--- src/rtl/alu_pkg.sv ---
// Shared definitions for the sequential execute unit.
//   ALU_WIDTH / ALU_SHAMT_W : default operand and shift-amount widths
//   alu_op_e                : 3-bit op encoding driven by the ALU op decoder
//   alu_state_e             : execute FSM states
package alu_pkg;

  localparam int unsigned ALU_WIDTH   = 16;
  localparam int unsigned ALU_SHAMT_W = 4;

  typedef enum logic [2:0] {
    ALU_ROL = 3'b000,
    ALU_SLL = 3'b001,
    ALU_ROR = 3'b010,
    ALU_SRL = 3'b011,
    ALU_ADD = 3'b100,
    ALU_AND = 3'b101,
    ALU_OR  = 3'b110,
    ALU_XOR = 3'b111
  } alu_op_e;

  typedef enum logic [1:0] {
    StIdle,
    StShift,
    StDone
  } alu_state_e;

  // Rotates and shifts occupy the lower half of the op space.
  function automatic logic is_shift_op(input logic [2:0] op);
    return ~op[2];
  endfunction

endpackage

--- src/rtl/alu_add16.sv ---
// Combinational adder with carry-in, carry-out and overflow.
// Also used by the branch-compare logic.
//   a_i, b_i : operands
//   cin_i    : carry-in
//   sign_i   : 1 = two's-complement overflow, 0 = unsigned overflow (carry-out)
//   sum_o    : a_i + b_i + cin_i, truncated to WIDTH
//   cout_o   : carry-out of the MSB
//   ofl_o    : overflow under the selected semantics
module alu_add16 #(
  parameter int unsigned WIDTH = 16
) (
  input  logic [WIDTH-1:0] a_i,
  input  logic [WIDTH-1:0] b_i,
  input  logic             cin_i,
  input  logic             sign_i,
  output logic [WIDTH-1:0] sum_o,
  output logic             cout_o,
  output logic             ofl_o
);

  always_comb begin
    {cout_o, sum_o} = {1'b0, a_i} + {1'b0, b_i} + {{WIDTH{1'b0}}, cin_i};
    // Signed overflow: operands agree in sign but the result does not.
    ofl_o = sign_i ? ((a_i[WIDTH-1] == b_i[WIDTH-1]) && (sum_o[WIDTH-1] != a_i[WIDTH-1]))
                   : cout_o;
  end

endmodule

--- src/rtl/alu_exec_seq.sv ---
// Sequential execute unit. ADD/AND/OR/XOR finish in one cycle; rotates and
// shifts step one bit per cycle to keep a barrel shifter off the critical path.
//   clk, rst            : clock, synchronous active-high reset
//   in_valid / in_ready : operand bundle handshake (accepted only in idle)
//   Op, Cin, invA, invB, sign : decoded ALU control bundle
//   InA, InB            : operands
//   out_valid/out_ready : result handshake; result held until consumed
//   Out, Zero, Ofl, Cout: registered result and flags
module alu_exec_seq import alu_pkg::*; #(
  parameter int unsigned WIDTH   = ALU_WIDTH,
  parameter int unsigned SHAMT_W = ALU_SHAMT_W
) (
  input  logic             clk,
  input  logic             rst,
  input  logic             in_valid,
  output logic             in_ready,
  input  logic [2:0]       Op,
  input  logic             Cin,
  input  logic             invA,
  input  logic             invB,
  input  logic             sign,
  input  logic [WIDTH-1:0] InA,
  input  logic [WIDTH-1:0] InB,
  output logic             out_valid,
  input  logic             out_ready,
  output logic [WIDTH-1:0] Out,
  output logic             Zero,
  output logic             Ofl,
  output logic             Cout
);

  localparam logic [SHAMT_W-1:0] CntOne = SHAMT_W'(1);

  alu_state_e         state_q;
  alu_op_e            op_q;
  logic [WIDTH-1:0]   work_q;
  logic [SHAMT_W-1:0] cnt_q;

  logic [WIDTH-1:0]   a_eff, b_eff, add_sum, imm_res, step_res;
  logic [SHAMT_W-1:0] shamt;
  logic               add_cout, add_ofl, is_add;

  assign a_eff    = invA ? ~InA : InA;
  assign b_eff    = invB ? ~InB : InB;
  assign shamt    = b_eff[SHAMT_W-1:0];
  assign is_add   = (alu_op_e'(Op) == ALU_ADD);
  assign in_ready = (state_q == StIdle) && !rst;

  alu_add16 #(
    .WIDTH(WIDTH)
  ) u_add (
    .a_i   (a_eff),
    .b_i   (b_eff),
    .cin_i (Cin),
    .sign_i(sign),
    .sum_o (add_sum),
    .cout_o(add_cout),
    .ofl_o (add_ofl)
  );

  // Single-cycle result; shifts land here only when the amount is zero.
  always_comb begin
    imm_res = a_eff;
    unique case (alu_op_e'(Op))
      ALU_ADD: imm_res = add_sum;
      ALU_AND: imm_res = a_eff & b_eff;
      ALU_OR:  imm_res = a_eff | b_eff;
      ALU_XOR: imm_res = a_eff ^ b_eff;
      default: imm_res = a_eff;
    endcase
  end

  // One-bit step of the captured shift op.
  always_comb begin
    step_res = work_q;
    unique case (op_q)
      ALU_ROL: step_res = {work_q[WIDTH-2:0], work_q[WIDTH-1]};
      ALU_SLL: step_res = {work_q[WIDTH-2:0], 1'b0};
      ALU_ROR: step_res = {work_q[0], work_q[WIDTH-1:1]};
      ALU_SRL: step_res = {1'b0, work_q[WIDTH-1:1]};
      default: step_res = work_q;
    endcase
  end

  always_ff @(posedge clk) begin
    if (rst) begin
      state_q   <= StIdle;
      op_q      <= ALU_ROL;
      work_q    <= '0;
      cnt_q     <= '0;
      out_valid <= 1'b0;
      Out       <= '0;
      Zero      <= 1'b0;
      Ofl       <= 1'b0;
      Cout      <= 1'b0;
    end else begin
      unique case (state_q)
        StIdle: begin
          if (in_valid) begin
            if (is_shift_op(Op) && (shamt != '0)) begin
              work_q  <= a_eff;
              cnt_q   <= shamt;
              op_q    <= alu_op_e'(Op);
              state_q <= StShift;
            end else begin
              Out       <= imm_res;
              Zero      <= (imm_res == '0);
              Ofl       <= is_add & add_ofl;
              Cout      <= is_add & add_cout;
              out_valid <= 1'b1;
              state_q   <= StDone;
            end
          end
        end
        StShift: begin
          work_q <= step_res;
          cnt_q  <= cnt_q - CntOne;
          if (cnt_q == CntOne) begin
            Out       <= step_res;
            Zero      <= (step_res == '0);
            Ofl       <= 1'b0;
            Cout      <= 1'b0;
            out_valid <= 1'b1;
            state_q   <= StDone;
          end
        end
        StDone: begin
          if (out_ready) begin
            out_valid <= 1'b0;
            state_q   <= StIdle;
          end
        end
        default: state_q <= StIdle;
      endcase
    end
  end

endmodule

--- config.mk ---
export PLATFORM = sky130hd
export DESIGN_NAME = alu_exec_seq
export DESIGN_NICKNAME = d
export VERILOG_FILES = /design/src/rtl/alu_pkg.sv /design/src/rtl/alu_add16.sv /design/src/rtl/alu_exec_seq.sv
export SDC_FILE = /design/constraint.sdc
export NUM_CORES = 1
export LEC_CHECK = 0
export ABC_AREA = 1
export BUFFER_PORTS_ARGS = -buffer_cell sky130_fd_sc_hd__buf_4
export CAP_MARGIN = 10
export CORE_MARGIN = 2
export CORE_UTILIZATION = 54
export DETAILED_ROUTE_END_ITERATION = 7
export GPL_TIMING_DRIVEN = 0
export HOLD_SLACK_MARGIN = 0.03
export PLACE_DENSITY = 0.77
export SETUP_SLACK_MARGIN = 0.1
export SYNTH_ARGS = -nofsm -noshare
export SYNTH_HDL_FRONTEND = slang
export SYNTH_HIERARCHICAL = 1
export SYNTH_SLANG_ARGS = --single-unit
--- constraint.sdc ---
create_clock -name clk -period 2.7 [get_ports clk]
set_input_delay 0.27 -clock clk [delete_from_list [all_inputs] [get_ports clk]]
set_output_delay 0.27 -clock clk [all_outputs]
set_load 0.01 [all_outputs]
# After elaboration in Yosys (flattened, before gate mapping)
# Cells that the tools add are included.
[totals]
register_bits = 45
latch_bits = 0
ramBits = 0
rom_bits = 0
out_inout_bits = 21
word_cells = 89
mem_count = 0
[classes]
n_addsub = 3
n_mul = 0
div = 0
order_cmp = 0
eq_ne = 17
shift = 0
mux = 36
bitwise_logic = 8
n_reduce_logical = 16
[op_table]
columns = ["op", "count"]
rows = [
  ["case mux 16 bit (4 select lines)", 2],
  ["two-way mux 16 bit", 7],
  ["case mux 16 bit (2 select lines)", 2],
  ["logical NOT 16 bit", 2],
  ["NOT 16 bit", 2],
  ["adder 16 x 16 -> 17 bit", 1],
  ["adder 17 x 1 -> 17 bit", 1],
  ["AND 16 bit", 1],
  ["OR 16 bit", 1],
  ["XOR 16 bit", 1],
  ["two-way mux 1 bit", 13],
  ["== test 3 bit, second input constant", 4],
  ["AND reduction 3 bit", 3],
  ["two-way mux 2 bit", 4],
  ["two-way mux 4 bit", 2],
  ["!= test 2 bit, second input constant", 4],
  ["case mux 4 bit (2 select lines)", 1],
  ["== test 3 x 2 -> 1 bit, second input constant", 2],
  ["case mux 1 bit (2 select lines)", 3],
  ["case mux 2 bit (3 select lines)", 1],
  ["AND reduction 5 bit", 1],
  ["== test 4 x 1 -> 1 bit, second input constant", 1],
  ["AND reduction 4 bit", 1],
  ["nonzero test 4 bit", 1],
  ["16 further kinds", 19],
]

# Depth between registers and ports, before layout
# Gate-level depths: netlist of run 1.
[logic_depth]
depth_word = 11
mapped_depth = 23
mapped_depth_nobuf = 23

# Cells and area by module
# Netlist of run 1, hierarchy kept.
[by_module_without_submodules]
columns = ["mod", "n_inst", "cells_per_inst", "area_per_inst_um2", "seq_area_each_um2"]
rows = [
  ["alu_exec_seq", 1, 656, 3842.4, 900.9],
  ["alu_add16", 1, 160, 920.9, 0.0],
]

# Worst setup path after synthesis of run 1
# OpenSTA, ideal clock, no wires.
[synth_path]
path_type = "input -> register"
from = "input port invA"
to = "register Zero"
arrival_time_ns = 2.549
required_time_ns = 2.630
setup_slack_ns = 0.081
cell_stages = 20
n_path_buf = 1
cell_sequence = "buf_2 > xnor2_1 > inv_1 > fa_1 > inv_1 > fa_1 > o21ai_2 > nand2_2 > nand2_2 > nand2_1 > nand2_1 > xor2_1 > nand2_1 > nand2_1 > nand3b_1 > nor2_1 > nand2_1 > nor2_1 > nand3_1 > a21oi_1"
[synth_between]
elab_chain_cells = 8
word_cells_on_any_way = 11
[synth_rtl]
columns = ["item", "line", "rtl"]
rows = [
  ["start: declaration", "alu_exec_seq.sv:19", "input logic invA,"],
  ["two-way mux 16 bit", "alu_exec_seq.sv:43", "assign a_eff = invA ? ~InA : InA;"],
  ["named net a_eff[0]", "alu_exec_seq.sv:39", "logic [WIDTH-1:0] a_eff, b_eff, add_sum, imm_res, step_res;"],
  ["adder 16 x 16 -> 17 bit", "alu_add16.sv:22", "{cout_o, sum_o} = {1'b0, a_i} + {1'b0, b_i} + {{WIDTH{1'b0}}, cin_i};"],
  ["adder 17 x 1 -> 17 bit", "alu_add16.sv:22", ""],
  ["named net add_sum[12]", "alu_exec_seq.sv:39", ""],
  ["case mux 16 bit (4 select lines)", "alu_exec_seq.sv:64", "unique case (alu_op_e'(Op))"],
  ["logical NOT 16 bit", "alu_exec_seq.sv:107", "Zero <= (imm_res == '0);"],
  ["two-way mux 1 bit", "alu_exec_seq.sv:100", "if (is_shift_op(Op) && (shamt != '0)) begin"],
  ["two-way mux 1 bit", "alu_exec_seq.sv:99", "if (in_valid) begin"],
  ["case mux 1 bit (2 select lines)", "alu_exec_seq.sv:97", "unique case (state_q)"],
  ["end signal: assignment", "alu_exec_seq.sv:107", ""],
  ["end signal: assignment", "alu_exec_seq.sv:120", "Zero <= (step_res == '0);"],
  ["end: declaration", "alu_exec_seq.sv:27", "output logic Zero,"],
]
# The timed path passes the listed nets, and every way through them passes these cells. The select of a mux whose other input is x is not followed.
# A chain may end at the register's enable or synchronous reset.

# Final worst setup path of run 1
[layout_path]
from = "input port invB"
to = "register Zero"
[layout_between]
elab_chain_cells = 8
word_cells_on_any_way = 15
[layout_rtl]
columns = ["item", "line", "rtl"]
rows = [
  ["start: declaration", "alu_exec_seq.sv:20", "input logic invB,"],
  ["two-way mux 16 bit", "alu_exec_seq.sv:44", "assign b_eff = invB ? ~InB : InB;"],
  ["named net b_eff[9]", "alu_exec_seq.sv:39", ""],
  ["adder 16 x 16 -> 17 bit", "alu_add16.sv:22", ""],
  ["adder 17 x 1 -> 17 bit", "alu_add16.sv:22", ""],
  ["named net add_sum[14]", "alu_exec_seq.sv:39", ""],
  ["case mux 16 bit (4 select lines)", "alu_exec_seq.sv:64", ""],
  ["logical NOT 16 bit", "alu_exec_seq.sv:107", ""],
  ["two-way mux 1 bit", "alu_exec_seq.sv:100", ""],
  ["two-way mux 1 bit", "alu_exec_seq.sv:99", ""],
  ["case mux 1 bit (2 select lines)", "alu_exec_seq.sv:97", ""],
]
# The timed path passes the listed nets, and every way through them passes these cells. The select of a mux whose other input is x is not followed.

==> metrics, run 1 <==
status=finished clean; Ys Warns=6; f_max=about 400 MHz; total gr overflow=0; Mapped Area=about 4800 sq um; layout cells sized above 1=21.5%; clk buf depth=2; total clock sinks=45; Via density=5.76; Fillers=766; DP Worst Slack=-0.401 ns; synthesis-to-layout area growth=25.1%; number of hold buffers added after cts=0; cell accounting for the most synthesized area=nand2_1; CTS clk-pin slew, worst paths=0.08 ns; Cell Pwr Density=493 nW/um^2; vias in the first global route=about 5300; final RePlAce weighted congestion=0.969; CP Capture Type=flip-flop; PortBufs=roughly 60; Final Setup Violations=0; grt met3 use=4.80%; most used cell, CP=nand2_1; delay of the slowest critical-path stage=0.30 ns; syn nets=about 880; peak supply drop=0.195 mV; Slew Limit Fails=0; DR pass1 iterations=5; placed cells=985; minimum clock period=2.56 ns; flops & latches, synth=45; initial antenna violation count=0; Mean Syn Cell Area=5.84 sq um; CP Buf/Inv Count=5; DIE HEIGHT=~100 microns; largest cells by area after synthesis=nand2_1 19%, dfxtp_1 19%, nand3_1 8.1%, inv_1 7.9%, o21ai_0 7.6%; met1 usage=roughly two fifths; WHS=between 0.15 and 0.2 ns; synth unique cells=42; Worst Path Arrival=~2.8 ns; RSZ-0062 raised after global routing=true; Tightest Hold Check Type=primary input to flip-flop; TritonCTS buffer count=5; R2R Setup Slk=0.74 ns; Starting Density=55.2%; Sum Neg Setup Slack=0 ns; clk_skew=0.0103 ns; core area=around 8600 sq um; cell breakdown of the critical path=buf_6, buf_12, buf_12, xnor2_4, inv_2, ha_4, a21oi_1, nand2_1, a21oi_2, nand2_1, nand2_1, nand2_1, nand2_1, nand2_1, inv_1, nand3_2, nor2_2, nand2_1, nor2_1, nand3_1, a21oi_2; leakage=2.96 nW; Mapped Cells=816; global router's overall resource usage=32.5%; DRT antenna net count=0; drt drc=0; post-route setup slack=0.143 ns; Layout Cells excl Fill=1011; Max-Cap Viols=0; worst-skew pair later-pin latency=0.31 ns; EDFF count, synth=0; Synth async-reset ratio=0%; row count=34; met2 usage=55.4%; final period utilization=94.7%; slew margin rel.=44.4%; Hold Vio Cnt, Final=0; most common cell after layout, fill and taps aside=nand2_1; Seq/Total Area, Yosys=18.9%; Worst Max-Slew Pin Slew=around 0.83 ns; worst setup path class=primary input to flip-flop; Post-DP HPWL=12200 microns; CTS tree=yes; Root Driver=clkbuf_8; final WL=16400 microns; ANT cells=0; # H-tree levels=2; most frequent cells in the layout=233 x nand2_1, 93 x inv_1, 80 x buf_4; I/O Pins=64; Die W=97.9 microns; Yosys top cell area share=between 10% and 20%; ys flop type=dfxtp_1; busiest grt layer=met2; CP Max Fanout=10; DR vias=5825; Die ar.=9590 sq um; startpoint types=primary input; CP max stage cell=a21oi_1; Nets=964; required time worst endpoint=2.94 ns; DR WL/cell=16.2 microns; DRT iter0 DRCs=445; Power Total=2.94 mW; largest net degree at the start of global routing=14; first-pass GRT wire length=25700 microns; CP delay by family, top=simple AND/OR/NAND/NOR gates
-- stage by stage --
step	utilization [%]	instance area, sq um
2_1_floorplan	-	4770
6_report	69.0	5960
5_1_grt	69.0	5960
4_1_cts	64.1	5540
3_3_place_gp	62.1	5360
3_5_place_dp	62.1	5360
-- sequential cells by signal, indices dropped and copies added (netlist names) --
signal / flops
out_valid: 1
Ofl: 1
op_q: 3
work_q: 16
Out: 16
cnt_q: 4
state_q: 2
Zero: 1
Cout: 1
-- synth_stat cells (all sizes together), types with 4 or more instances --
cell type	number
a21oi	50
a31oi	23
buf	22
clkbuf	12
dfxtp	45
ha	17
inv	106
nand2	262
nand3	82
nand3b	4
nand4	4
nor2	66
nor3	4
o211ai	5
o21ai	73
xnor2	11
xor2	18
-- power breakdown --
part | switching (mW) | leakage, nW | internal, mW
logic | 0.991 | 2.54 | 0.648
registers | 0.0870 | 0.371 | 0.788
clock network | 0.243 | 0.0450 | 0.180
total | 1.32 | 2.96 | 1.62
-- worst paths after layout --
check / from / end / cells after the start
min: rst / state_q[0] / 2
max reg2reg: state_q[1] / Out[7] / 6
max: invB / Zero / 21
min reg2reg: op_q[0] / op_q[0] / 2
-- area by class of cell --
| type | count | area, sq um | area share [%] |
|---|---|---|---|
| buffer | 34 | 254 | 4.26 |
| clock buffer | 6 | 72.6 | 1.22 |
| clock inverter | 2 | 10.0 | 0.168 |
| inverter | 106 | 403 | 6.76 |
| multi-input combinational | 631 | 3560 | 59.8 |
| sequential | 45 | 901 | 15.1 |
| tap | 108 | 135 | 2.27 |
| timing repair buffer | 79 | 618 | 10.4 |
-- what timing repair did --
item	CTS	global route
cloned	0	2
setup buffers	2	14
endpoints found under the setup margin	2	6
resized for setup	12	64
pin swaps	3	22
-- layer usage --
| layer | up-vias | part of all wire (%) |
|---|---|---|
| li1 | 2807 | - |
| met1 | 2599 | 38 |
| met2 | 358 | 47 |
| met3 | 61 | 10 |
| met4 | 0 | 4.3 |
| met5 | - | 0 |
-- kinds of logic after synthesis --
logic type | Yosys count | synth area share, %
xor gates and xnor gates | 29 | 6.28
adders and majority gates | 19 | 5.31
and+or+nand+nor | 425 | 38.3
AOI/OAI and AO/OA | 158 | 18.3
buffers and inverters | 140 | 13.0
DFF | 45 | 18.9
Power figures use the tool's default switching activity.
==> inputs of run 2 (changes only) <==
--- a/config.mk
+++ b/config.mk
@@ -11,3 +11,3 @@
 export CORE_MARGIN = 2
-export CORE_UTILIZATION = 54
+export CORE_UTILIZATION = 45
 export DETAILED_ROUTE_END_ITERATION = 7
@@ -15,3 +15,3 @@
 export HOLD_SLACK_MARGIN = 0.03
-export PLACE_DENSITY = 0.77
+export PLACE_DENSITY = 0.66
 export SETUP_SLACK_MARGIN = 0.1
==> constraint.sdc (replaced) <==
create_clock -name clk -period 2.7 [get_ports clk]
set_input_delay 0.135 -clock clk [delete_from_list [all_inputs] [get_ports clk]]
set_output_delay 0.135 -clock clk [all_outputs]
set_load 0.01 [all_outputs]
==> metrics, run 2 (synthesized netlist as in run 1, its figures left out) <==
Sequential Power Share=between 20% and 30%; ANT cells=0; CP Capture Type=flip-flop; registers with the most flip-flops=Out: 16 flops, work_q: 16 flops, cnt_q: 4 flops; clk buf depth=2; clk_skew=~0.018 ns; RR Endpoint=Out[10]; Post-DP HPWL=13100 microns; Final Setup Violations=0; Clock Power Share=20.8%; Hold Vio Cnt, Final=0; PortBufs=61; Switching Share=42.4%; required time worst endpoint=about 3 ns; worst-skew pair later-pin latency=0.31 ns; DR pass1 iterations=5; f_max=401 MHz; DIE HEIGHT=between 100 and 150 microns; row count=37; Max-Cap Viols=0; layout cells sized above 1=17.7%; DR WL/cell=16.1 microns; final RePlAce weighted congestion=0.952; initial antenna violation count=0; largest net degree at the start of global routing=16; synthesis-to-layout area growth=20.8%; WHS=0.104 ns; Via density=5.46; RR Startpoint=state_q[1]; CTS clk-pin slew, worst paths=0.10 ns; WHS Endpoint=state_q[1]; Layout Cells excl Fill=1025; Worst Max-Slew Pin Slew=0.838 ns; # H-tree levels=2; DRT iter0 DRCs=526; final design area excluding fillers=5750 sq um; Setup crit start=invA; status=finished clean; first-pass GRT wire length=25900 microns; leakage=2.89 nW; Die W=107 microns; Gate power share=50.6%; most common cell after layout, fill and taps aside=nand2_1; DR vias=5594; I/O Pins=64; total clock sinks=45; final WL=16600 microns; worst setup path class=primary input to flip-flop; DRT antenna net count=0; core area=roughly 10000 sq um; Die ar.=11400 sq um; sw power=1.29 mW; Placed Area=about 5400 sq um; Hold Startpoint=out_ready; slew margin rel.=a little over two fifths; Worst Path Arrival=~2.7 ns; final period utilization=92.4%; Nets=950; Fillers=1062; DP Worst Slack=-0.511 ns; Tightest Hold Check Type=primary input to flip-flop; Starting Density=46.1%; startpoint types=primary input; minimum clock period=2.49 ns; Root Driver=clkbuf_8; CTS tree=yes; TritonCTS buffer count=5; CP Max Fanout=10; R2R cell count=7; drt drc=0; vias in the first global route=5139; Cell Pwr Density=roughly 530 nW/um^2; Slew Limit Fails=0; total gr overflow=0; most frequent cells in the layout=245 x nand2_1, 96 x inv_1, 76 x nand3_1; RSZ-0062 raised after global routing=false; placed cells=1013; Pint=1.75 mW; post-route setup slack=0.206 ns; utilization after layout=55.7%; R2R Setup Slk=0.64 ns; worst hold stages=4; peak supply drop=about 0.27 mV; global router's overall resource usage=28.7%
[run 2: power groups by stage]
stage	clock network, mW	registers (mW)	logic, mW
2_1_floorplan	0	0.893	0.957
3_3_place_gp	0	0.879	1.42
3_5_place_dp	0	0.881	1.44
4_1_cts	0.633	0.868	1.45
5_1_grt	0.661	0.885	1.71
6_report	0.633	0.872	1.54
[run 2: worst max-delay path by stage]
stage / to / slack (ns) / depth (start not counted)
2_1_floorplan: Zero / 0.22 / 20
3_3_place_gp: Zero / -0.47 / 21
3_5_place_dp: Zero / -0.51 / 21
4_1_cts: Zero / 0.11 / 21
5_1_grt: Zero / 0.08 / 23
6_report: Zero / 0.21 / 20
[run 2: what timing repair did]
item | CTS | global route
hold buffers | 1 | 0
setup endpoints to repair | 4 | 7
pin swaps | 1 | 3
resized for setup | 4 | 32
setup buffers | 1 | 2
endpoints found under the hold margin | 1 | 0
[run 2: layout make-up]
type	count	area (sq um)	area share, %
plain buffers	34	236	4.11
inverters	106	398	6.92
clock inverters	3	68.8	1.20
clock buffers	5	68.8	1.20
well taps	136	170	2.96
repair buffers	65	490	8.53
multi-input cells	631	3420	59.4
flip-flops and latches	45	901	15.7
[run 2: layer usage]
metal / vias up / track usage (%) / share of wire (%)
met5: - / 0 / 0
met4: 0 / 10.6 / 3.1
met3: 35 / 3.22 / 5.5
met2: 195 / 48.8 / 47
met1: 2586 / 37.4 / 44
li1: 2778 / - / -
[run 2: worst max-delay path, cell delays in order]
cell      delay (ns)
buf_4           0.13
buf_6           0.15
nand2_1         0.07
nand2_1         0.20
ha_4            0.33
a21oi_1         0.30
nor2_1          0.12
nor2_2          0.11
nand2_2         0.09
nand2_1         0.06
nand2_1         0.06
xor2_1          0.14
nand2_1         0.07
nand2_1         0.05
nand3b_1        0.20
nor2_1          0.12
nand2_1         0.07
nor2_2          0.11
nand3_1         0.09
a21oi_2         0.12
[run 2: per-stage QoR]
step,power (mW),TNS (ns)
floorplan,1.85,0
global placement,2.30,-2.24
detailed placement,2.32,-2.48
CTS,2.95,0
global route,3.25,0
finish,3.04,0
==> inputs of run 3 (changes only) <==
Settings changed: ABC_AREA 1 to default, PLACE_DENSITY 0.66 to 0.67.
==> metrics, run 3 <==
Hold Startpoint=out_ready; post-route setup slack=-0.361 ns; Yosys top cell area share=20.7%; Fillers=between 700 and 800; largest cells by area after synthesis=dfxtp_1 21%, o21ai_0 6.4%, a21oi_1 6.1%, xnor2_1 5.6%, o211ai_1 5.0%; layout cells sized above 1=a little under a third; clk buf depth=2; Mapped Area=4350 sq um; DP Worst Slack=-1.13 ns; top cells by count, synth=56 x o21ai_0, 54 x nand2_1, 53 x a21oi_1; drt drc=0; Mapped Cells=590; Mean Syn Cell Area=approximately 7.4 sq um; vias in the first global route=approximately 4600; Starting Density=46.6%; ys flop type=dfxtp_1; peak supply drop=0.238 mV; DRT iter0 DRCs=348; total gr overflow=0; RSZ-0062 raised after global routing=true; Worst Max-Slew Pin Slew=slightly above 0.7 ns; registers with the most flip-flops=Out: 16 flops, work_q: 16 flops, cnt_q: 4 flops; most common cell after layout, fill and taps aside=buf_4; final RePlAce weighted congestion=between 0.9 and 1; initial antenna violation count=0; startpoint types=primary input; Synth async-reset ratio=0%; total clock sinks=45; DR pass1 iterations=5; Hold Vio Cnt, Final=0; CP Capture Type=flip-flop; Via density=approximately 6.0; worst-skew pair later-pin latency=0.31 ns; cell breakdown of the critical path=buf_12, buf_16, xnor2_4, inv_2, inv_2, fa_2, nand2b_4, a21oi_4, o21ai_4, o211ai_2, a31oi_1, xnor2_1, nand3_1, o21ai_1, a211oi_2, nand2_1, nor4_2, nand3_1, a311oi_2; minimum clock period=3.06 ns; TritonCTS buffer count=5; status=finished, violations left; Max-Cap Viols=0; syn nets=~650; CP Buf/Inv Count=4; Post-DP HPWL=11600 microns; synth unique cells=63; DR vias=5027; Die W=between 100 and 150 microns; PortBufs=59; number of hold buffers added after cts=0; clk_skew=roughly 0.0084 ns; worst setup path class=primary input to flip-flop; row count=35; slew margin rel.=52.0%; CTS clk-pin slew, worst paths=0.09 ns; final WL=15800 microns; ANT cells=0; f_max=327 MHz; Tightest Hold Check Type=primary input to flip-flop; most frequent cells in the layout=103 x buf_4, 54 x nand2_1, 50 x a21oi_1; most frequent cell after synthesis=o21ai_0; first-pass GRT wire length=23600 microns; cell accounting for the most synthesized area=dfxtp_1; flops & latches, synth=45; CP Max Fanout=6; CP delay by family, top=compound AO/OA/AOI/OAI gates; Slew Limit Fails=0; global router's overall resource usage=approximately 30%; Seq/Total Area, Yosys=roughly a fifth; # H-tree levels=2; DRT antenna net count=0; final period utilization=113%; largest net degree at the start of global routing=15; CP max stage cell=fa_2; Root Driver=clkbuf_8; Nets=around 770; Die ar.=around 10000 sq um; Worst Path Arrival=roughly 3.3 ns; Power Total=2.83 mW; CTS tree=yes; Final Setup Violations=5; Cell Pwr Density=467 nW/um^2; synthesis-to-layout area growth=39.3%; core area=9330 sq um; Setup crit start=invA; utilization after layout=64.9%; EDFF count, synth=0; WHS=0.119 ns; leakage=2.36 nW; required time worst endpoint=roughly 2.9 ns; violated checks=setup timing; RR Startpoint=op_q[2]; DR WL/cell=18.9 microns; I/O Pins=64; DIE HEIGHT=102 microns; delay of the slowest critical-path stage=0.38 ns; Ys Warns=6
## run 3: cells by family after synthesis
| kind of cell | after synthesis | synth area share, % |
|---|---|---|
| simple gates | 175 | 18.8 |
| buf+inv | 72 | 7.31 |
| mux | 23 | 5.41 |
| fa+ha+maj | 19 | 5.81 |
| xor+xnor | 48 | 10.7 |
| flops | 45 | 20.7 |
| compound gates | 208 | 31.3 |
## run 3: worst register-to-register path, cell delays in order, from the launching register on
cell and delay [ns]:
dfxtp_1 0.40, clkbuf_1 0.33, clkbuf_1 0.33, clkbuf_1 0.40, o211ai_1 0.27, o211ai_1 0.22, o21ai_0 0.14, nor2_1 0.09
## run 3: power breakdown
group	switching (mW)	leakage [nW]	internal [mW]	total (mW)
Combinational	0.854	1.96	0.740	1.59
Clock	0.252	0.0374	0.183	0.435
Sequential	0.0726	0.369	0.730	0.803
## run 3: metrics by stage
stage / std cells / area, sq um / setup TNS, ns
6_report: 836 / 6060 / -0.799
5_1_grt: 836 / 6060 / -1.53
4_1_cts: 817 / 5650 / -0.756
3_5_place_dp: 778 / 5080 / -5.50
3_3_place_gp: 778 / 5080 / -4.74
2_1_floorplan: 590 / 4480 / -0.261
## run 3: what timing repair did
action | in CTS | in global routing
pin swaps | 22 | 43
gates cloned | 0 | 1
gates resized for setup | 37 | 44
buffers inserted | 33 | 21
setup endpoints to repair | 11 | 14
## run 3: final cells by class
cell class                      count  area [sq um]  share of cell area (%)
Buffer                             41           255                    4.21
Clock buffer                        6          72.6                    1.20
Clock inverter                      2          15.0                   0.248
Inverter                           31           116                    1.92
Multi-Input combinational cell    473          3670                    60.6
Sequential cell                    45           901                    14.9
Tap cell                          129           161                    2.66
Timing Repair Buffer              109           863                    14.3
## run 3: layer usage
| layer | part of all wire (%) | wire [microns] | vias to the layer above | GRT usage [%] |
|---|---|---|---|---|
| met5 | 0 | 0 | - | 0 |
| met4 | 3.5 | 556 | 0 | 11.0 |
| met3 | 7.5 | 1190 | 49 | 3.01 |
| met2 | 49 | 7750 | 265 | 50.2 |
| met1 | 40 | 6340 | 2349 | 38.0 |
| li1 | - | - | 2364 | - |
## run 3: path summary, 6_finish.rpt
check | slack [ns] | cells past startpoint | to
worst max-delay path | -0.36 | 19 | Zero
worst max register to register | 0.47 | 7 | work_q[14]
worst min register to register | 0.46 | 2 | Out[15]
worst min-delay path | 0.12 | 4 | state_q[1]
